<file path="src/rtl/ecall_handler.sv">
// ecall_handler: services PRINT_INT / READ_INT environment calls.
// The pipeline stalls until a debounced confirm press completes the call.
module ecall_handler #(
  parameter int DEBOUNCE_CYCLES = 200000,
  parameter int SW_WIDTH        = 16
) (
  input  logic                clk,
  input  logic                rst,
  input  logic                eRead,
  input  logic                eWrite,
  input  logic [11:0]         EcallOp,
  input  logic [31:0]         a0_in,
  input  logic [SW_WIDTH-1:0] sw,
  input  logic                confirm_btn,
  output logic                stall,
  output logic [31:0]         rd_data,
  output logic                rd_valid,
  output logic [31:0]         disp_data,
  output logic [11:0]         cur_op,
  output logic                wait_led
);

  localparam int CW =
    (DEBOUNCE_CYCLES > 1) ? $clog2(DEBOUNCE_CYCLES) : 1;
  localparam logic [CW-1:0] CNT_MAX = CW'(DEBOUNCE_CYCLES - 1);

  typedef enum logic [1:0] {
    S_IDLE,
    S_WAIT,
    S_DONE
  } state_t;

  state_t          r_state;
  state_t          w_state_nxt;
  logic            r_sync1;
  logic            r_sync2;
  logic            r_db_level;
  logic [CW-1:0]   r_db_cnt;
  logic            r_press;
  logic            r_mode;
  logic [11:0]     r_cur_op;
  logic [31:0]     r_disp;
  logic [31:0]     r_rd_data;
  logic            w_req;
  logic            w_accept;
  logic            w_complete;
  logic [31:0]     w_sw_ext;

  assign w_req     = eRead | eWrite;
  assign w_sw_ext  = 32'($signed(sw));
  assign rd_data   = r_rd_data;
  assign disp_data = r_disp;
  assign cur_op    = r_cur_op;

  // Button path: synchronize, debounce, and emit a one-cycle rising-edge pulse.
  always_ff @(posedge clk or posedge rst) begin
    if (rst) begin
      r_sync1    <= 1'b0;
      r_sync2    <= 1'b0;
      r_db_level <= 1'b0;
      r_db_cnt   <= '0;
      r_press    <= 1'b0;
    end else begin
      r_sync1 <= confirm_btn;
      r_sync2 <= r_sync1;
      r_press <= 1'b0;
      if (r_sync2 == r_db_level) begin
        r_db_cnt <= '0;
      end else if (r_db_cnt == CNT_MAX) begin
        r_db_level <= r_sync2;
        r_db_cnt   <= '0;
        r_press    <= r_sync2;
      end else begin
        r_db_cnt <= r_db_cnt + CW'(1);
      end
    end
  end

  // State register.
  always_ff @(posedge clk or posedge rst) begin
    if (rst) begin
      r_state <= S_IDLE;
    end else begin
      r_state <= w_state_nxt;
    end
  end

  // Next-state and combinational outputs; stall covers the first decode cycle.
  always_comb begin
    w_state_nxt = r_state;
    w_accept    = 1'b0;
    w_complete  = 1'b0;
    stall       = 1'b0;
    rd_valid    = 1'b0;
    wait_led    = 1'b0;
    unique case (r_state)
      S_IDLE: begin
        stall = w_req;
        if (w_req) begin
          w_accept    = 1'b1;
          w_state_nxt = S_WAIT;
        end
      end
      S_WAIT: begin
        stall    = 1'b1;
        wait_led = 1'b1;
        if (r_press) begin
          w_complete  = 1'b1;
          w_state_nxt = S_DONE;
        end
      end
      S_DONE: begin
        rd_valid    = r_mode;
        w_state_nxt = S_IDLE;
      end
      default: begin
        w_state_nxt = S_IDLE;
      end
    endcase
  end

  // Request latching, display load and read-data capture.
  always_ff @(posedge clk or posedge rst) begin
    if (rst) begin
      r_mode    <= 1'b0;
      r_cur_op  <= '0;
      r_disp    <= '0;
      r_rd_data <= '0;
    end else begin
      if (w_accept) begin
        r_mode   <= eRead;
        r_cur_op <= EcallOp;
        if (!eRead) begin
          r_disp <= a0_in;
        end
      end
      if (w_complete && r_mode) begin
        r_rd_data <= w_sw_ext;
      end
      if (r_state == S_DONE) begin
        r_cur_op <= '0;
      end
    end
  end

endmodule

</file>
<file path="config.mk">
export PLATFORM = sky130hd
export DESIGN_NAME = ecall_handler
export DESIGN_NICKNAME = d
export VERILOG_FILES = /design/src/rtl/ecall_handler.sv
export SDC_FILE = /design/constraint.sdc
export NUM_CORES = 1
export LEC_CHECK = 0
export CAP_MARGIN = 20
export CORE_MARGIN = 4
export CORE_UTILIZATION = 46
export CTS_CLUSTER_SIZE = 8
export DETAILED_ROUTE_END_ITERATION = 7
export GPL_TIMING_DRIVEN = 0
export PLACE_DENSITY = 0.85
export SLEW_MARGIN = 20
export SYNTH_ARGS = -nofsm -noshare
export SYNTH_HDL_FRONTEND = slang
export SYNTH_SLANG_ARGS = --single-unit
</file>
<file path="constraint.sdc">
create_clock -name clk -period 5.1 [get_ports clk]
set_input_delay 1.02 -clock clk [delete_from_list [all_inputs] [get_ports clk]]
set_output_delay 1.02 -clock clk [all_outputs]
set_load 0.01 [all_outputs]
</file>
==> metrics.txt, run 1 <==
Max Fclk=274 MHz; antenna fix cells=0; worst skew pair latency=between 0.3 and 0.4 ns; maximum vdd drop=0.183 mV; CTS tree=yes; RSZ-0062 raised after global routing=no; Final Hold Fails=0; Detailed Place HPWL=6250 um; Critical Path Max Stage Delay=roughly 0.55 ns; Overflow after GRT=0; Antenna Nets Post-Route=0; postcts setup bufs=0; WP data required=4.08 ns; Final GP Congestion=0.844; Die H=95.4 um; reg2reg setup slack=2.87 ns; DRT iter0 DRCs=approximately 110; first-pass GRT wire length=12900 um; critical path's most frequent cell=clkdlybuf4s50_1; area share of the largest cell type after synthesis=60.6%; Slew HR=around two thirds; Power Total=1.37 mW; post-place setup slack=1.46 ns; Period minus WS final=3.65 ns; routed wire length=~8200 um; fraction of layout cells with a size suffix above 1=~22%; vias in the first global route=between 2000 and 3000; mapped cell area=0.00351 mm^2; Hold Path Cell Cnt=0; Initial Util=47.9%; P_leak=2.30 nW; die area=0.00910 mm^2; Core Area=0.00733 mm^2; Synth cell types=32; Synthesis Warnings=0; # rows=31; maxcap violations=0; largest net degree at the start of global routing=46; endpoint type of the worst setup path=primary output; Yosys reg bits=between 80 and 90; TritonCTS buffer count=9; Hold Buf Count CTS=0; Max Slew Vio Count=0; Clock power frac=33.9%; clk sink count=between 80 and 90; Routed WL per cell=15.6 um; final setup fails=0; Mapped Avg Cell Area=13.2 um^2; die width=95.4 um; crit share post-route=71.5%; post-synthesis sequential area ratio=60.6%; CP Max Fanout=4; nets@finish=488; Overall Global Routing Usage=between 10% and 20%; number of I/O port buffers=143; status=finished clean; slowest CP cell=clkdlybuf4s50_1; CP Cell Sequence=clkdlybuf4s50_1 > nor2_1 > or3_1 > nand2_1 > clkdlybuf4s50_1; WHS=0.366 ns; sequential share of power=52.4%; Post-CTS Resized=0; via/cell ratio=~5.0; Vias=2609; Net Sw Frac=between 20% and 30%; worst reg-to-reg path cell count=4; Worst setup SP type=input port; Gate power share=13.7%; cell taking the most area after synthesis=dfrtp_1; Least-Margin Pin Slew=approximately 0.52 ns; Max Root-Sink Buffers=2; Crit path arrival time=2.63 ns; Pwr Density=260 mW/mm^2; Pint=about 1.1 mW; final setup margin=roughly 1.5 ns; P_sw=0.307 mW; DR pass1 iterations=4; synthesized instance count=about 270; root buf cell=clkbuf_8; initial antenna violation count=0; HP Class=reg2reg; H-tree lvl count=3; top cells by area, synth=dfrtp_1, mux2_2, buf_4; Syn Nets=around 330; synth-to-layout area growth=50.6%; Remaining DRCs=0; I/O pin total=144; Setup Crit Path Kind=in2out; Post-Route Setup TNS=0 ns; Setup Skew=0.00950 ns; CTS clk-pin slew, worst paths=around 0.08 ns
cell usage in the layout (no fill, tap or decap), types with 2 or more instances in the layout:
master / instances
xnor2_1: 12
and3_1: 2
nand3_1: 7
buf_4: 16
nand2_1: 11
nand4_1: 6
mux2_2: 49
xor2_1: 3
clkdlybuf4s50_1: 143
a22o_1: 12
dfrtp_1: 85
and2_1: 2
nor3_1: 9
clkbuf_1: 2
nor2_1: 22
clkbuf_8: 10
buf_2: 4
inv_1: 5
nor4_1: 4
cells by family (layout without fill, tap and decap cells):
family,after synthesis,in the layout,synth area share (%)
adder cells (fa/ha/maj),1,1,0.356
AND/OR/NAND/NOR,70,70,9.87
AO/OA/AOI/OAI,18,18,4.60
flip-flops,85,85,60.6
multiplexers,49,49,15.7
XOR/XNOR,15,15,3.74
buffers and inverters,29,188,5.17
state kept, by name, summed over array words and instances (netlist names):
| signal | cells |
|---|---|
| r_db_level | 1 |
| rd_data | 16 |
| disp_data | 32 |
| r_db_cnt | 18 |
| r_state | 2 |
| cur_op | 12 |
| r_sync1 | 1 |
| r_sync2 | 1 |
| r_mode | 1 |
| r_press | 1 |
power groups by stage:
| stage | clock network, mW | logic (mW) | registers, mW |
|---|---|---|---|
| 2_1_floorplan | 0 | 0.0508 | 0.743 |
| 3_3_place_gp | 0 | 0.185 | 0.731 |
| 3_5_place_dp | 0 | 0.191 | 0.732 |
| 4_1_cts | 0.482 | 0.192 | 0.719 |
| 5_1_grt | 0.512 | 0.203 | 0.724 |
| 6_report | 0.465 | 0.189 | 0.719 |
path summary, 6_finish.rpt:
check,startpoint,end
worst max-delay path,eRead,stall
worst min-delay path,r_sync1,r_sync2
worst max register to register,r_db_cnt[14],r_db_level
worst min register to register,r_sync1,r_sync2
max in group asynchronous,rst,r_press
min in group asynchronous,rst,disp_data[24]
per-layer routing:
layer / routed length [um] / up-vias / global-route usage, %
li1: - / 1226 / -
met1: 3440 / 1280 / 23.2
met2: 4030 / 96 / 31.9
met3: 612 / 7 / 4.66
met4: 104 / 0 / 6.16
met5: 0 / - / 0
per-stage QoR:
| step | util (%) | instances | cell area, um^2 |
|---|---|---|---|
| after CTS | 72.1 | 525 | 5290 |
| after floorplan | - | 267 | 3510 |
| after detailed placement | 69.4 | 510 | 5090 |
| final | 72.1 | 525 | 5290 |
| after global placement | 69.1 | 509 | 5070 |
| after global routing | 72.1 | 525 | 5290 |
Yosys cell counts (all sizes together):
cell / count
nor2: 22
buf: 21
ha: 1
nand2: 11
or4b: 1
o21ai: 2
xnor2: 12
nor3: 9
nor4: 4
dfrtp: 85
xor2: 3
nand2b: 1
or2: 1
o211a: 1
mux2: 49
a21oi: 1
o221a: 1
nand3: 7
or3: 1
and3: 2
inv: 6
a22o: 12
and2: 2
a31o: 1
nor3b: 1
nand4: 6
or4: 2
clkbuf: 2
final cells by class:
| type | count | area, um^2 |
|---|---|---|
| flip-flops and latches | 85 | 2130 |
| fillers | 503 | 2040 |
| multi-input cells | 153 | 1200 |
| plain buffers | 23 | 159 |
| inverters | 6 | 25.0 |
| clock buffers | 10 | 138 |
| well taps | 99 | 124 |
| repair buffers | 144 | 1450 |
| clock inverters | 5 | 60.1 |
critical path, delay by kind of cell:
| family | cells | cell delay, ns |
|---|---|---|
| simple gates | 3 | 0.53 |
| buf+inv | 2 | 1.08 |
Power figures use the tool's default switching activity.
==> run 2: changes to the inputs <==
CORE_UTILIZATION = 39   (was 46)
PLACE_DENSITY = 0.77   (was 0.85)
clock period = 3 ns   (was 5.1 ns; I/O delays follow)
==> run 2 against run 1 <==
Final cell count up 1.9%. Register-to-register slack worse by 2.0 ns. Worst setup slack got worse by 1.3 ns. Global-route usage shrank 2.7 points. Highest routed layer unchanged. Largest power group unchanged. Utilization down 11 points. Clock-buffer cell count grew 1. Via count up 0.11%. Routed wire length grew 3.6%. Sequential power is 70% higher. Clock power up 66%.
==> metrics.txt, run 2 (synthesis results as in run 1) <==
Core Area=0.00872 mm^2 (+19%); Final Core Density=60.8% (-11 points); number of I/O port buffers=143 (unchanged); WP data required=2.40 ns (-1.68 ns); Placed Area=0.00511 mm^2 (+0.37%); worst path buffer plus inverter count=2 (unchanged); post-place setup slack=0.196 ns (-1.26 ns); Final Hold Fails=0 (unchanged); Max Slew Vio Count=0 (unchanged); hold wc startpoint=r_sync1; routed wire length=8480 um (+3.6%); Hold Buf Count CTS=0 (unchanged); Least-Margin Pin Slew=0.493 ns (-0.0218 ns); fillcell total=693 (+38%); crit share post-route=93.5%; critical register-to-register path endpoint=r_db_cnt[7]; # rows=34 (+9.7%); most frequent cells in the layout=clkdlybuf4s50_1, dfrtp_1, mux2_2, nor2_1, buf_4; I/O pin total=144 (unchanged); Worst setup SP type=input port; delay-heaviest family, CP=buffers and inverters; Overflow after GRT=0 (unchanged); Die H=103 um (+7.9%); Detailed Place HPWL=6450 um (+3.3%); max FFs per register=32 (unchanged); synth-to-layout area growth=51.0%; Slew HR=67.1% (+1.6 points); commonest non-fill, non-tap cell in the layout=clkdlybuf4s50_1; Post-CTS Resized=0 (unchanged); Hold Path Cell Cnt=0 (unchanged); maxcap violations=0 (unchanged); Max Root-Sink Buffers=2 (unchanged); slowest CP cell=clkdlybuf4s50_1; final setup fails=0 (unchanged); H-tree lvl count=3 (unchanged); vias in the first global route=2528 (-3.1%); Setup Skew=0.00986 ns (+0.000357 ns); Initial Util=40.3% (-7.6 points); Post-Route Setup TNS=0 ns (unchanged); Period minus WS final=about 2.8 ns; final setup margin=0.194 ns (-1.26 ns); DR pass1 iterations=4 (unchanged); critical path's most frequent cell=clkdlybuf4s50_1; fraction of layout cells with a size suffix above 1=21.8% (+0.18 points); Setup Crit Path Kind=in2out; Routed WL per cell=15.9 um (+1.7%); worst reg-to-reg path cell count=5 (+1); initial antenna violation count=0 (unchanged); CTS tree=yes; Critical Path Max Stage Delay=0.56 ns (about the same); root buf cell=clkbuf_8; reg2reg setup slack=0.89 ns (-1.98 ns); Remaining DRCs=0 (unchanged); design area=0.00530 mm^2 (+0.28%); P_leak=2.30 nW (about the same); first-pass GRT wire length=13000 um (+0.22%); Power Total=2.32 mW (+69%); TritonCTS buffer count=9 (unchanged); Antenna Nets Post-Route=0 (unchanged); DRT iter0 DRCs=134 (+18%); CP Cell Sequence=clkdlybuf4s50_1 > nor2_1 > or3_1 > nand2_1 > clkdlybuf4s50_1; Crit path arrival time=2.21 ns (-0.42 ns); Max Fclk=between 300 and 400 MHz; nets@finish=488 (unchanged); CTS clk-pin slew, worst paths=0.08 ns (about the same); Final GP Congestion=0.794 (-6.0%); via/cell ratio=4.88 (-1.8%); maximum vdd drop=0.235 mV (+28%); die area=0.0106 mm^2 (+16%); RR Startpoint=r_db_cnt[14]; worst skew pair latency=0.35 ns (about the same); Overall Global Routing Usage=16.0% (-2.7 points); antenna fix cells=0 (unchanged); RSZ-0062 raised after global routing=no; clk sink count=85 (unchanged); postcts setup bufs=0 (unchanged); Hold Path Sink=r_sync2; Pwr Density=437 mW/mm^2 (+68%); CP Max Fanout=4 (unchanged); HP Class=reg2reg; die width=103 um (+7.9%); endpoint type of the worst setup path=primary output; largest net degree at the start of global routing=49 (+6.5%); Vias=2612 (+0.11%); status=finished clean
[run 2: layer usage]
layer / global-route usage [%] / up-vias / share of wire, %
li1: - / 1234 / -
met1: 20.9 / 1266 / 42
met2: 25.5 / 97 / 46
met3: 3.45 / 15 / 8.7
met4: 7.67 / 0 / 2.6
met5: 0 / - / 0
[run 2: worst max path at each step]
stage               start          end  depth (start not counted)
global placement      rst  rd_data[10]                          2
CTS                 eRead        stall                          5
detailed placement  eRead        stall                          5
global route        eRead        stall                          5
finish              eRead        stall                          5
floorplan             rst    cur_op[0]                          1
[run 2: area by class of cell]
class,instances,area (um^2),share of cell area (%)
Buffer,23,159,3.00
Clock buffer,11,151,2.86
Clock inverter,5,42.5,0.802
Inverter,6,25.0,0.472
Multi-Input combinational cell,153,1200,22.7
Sequential cell,85,2130,40.1
Tap cell,108,135,2.55
Timing Repair Buffer,144,1460,27.5
[run 2: per-stage QoR]
stage                     std cells  hold slack [ns]
after global routing            535            0.375
after detailed placement        519            0.340
after global placement          518            0.335
after floorplan                 267            0.331
final                           535            0.356
after CTS                       535            0.360
[run 2: where the power goes]
| group | total, mW | internal [mW] | switching (mW) |
|---|---|---|---|
| registers | 1.22 | 1.19 | 0.0291 |
| clock network | 0.773 | 0.354 | 0.420 |
| logic | 0.323 | 0.215 | 0.108 |
==> run 3: changes to the inputs <==
SETUP_SLACK_MARGIN = 0.02   (was default)
==> results of run 3 <==
Final layout, timing and power as in run 2 (identical DEF).
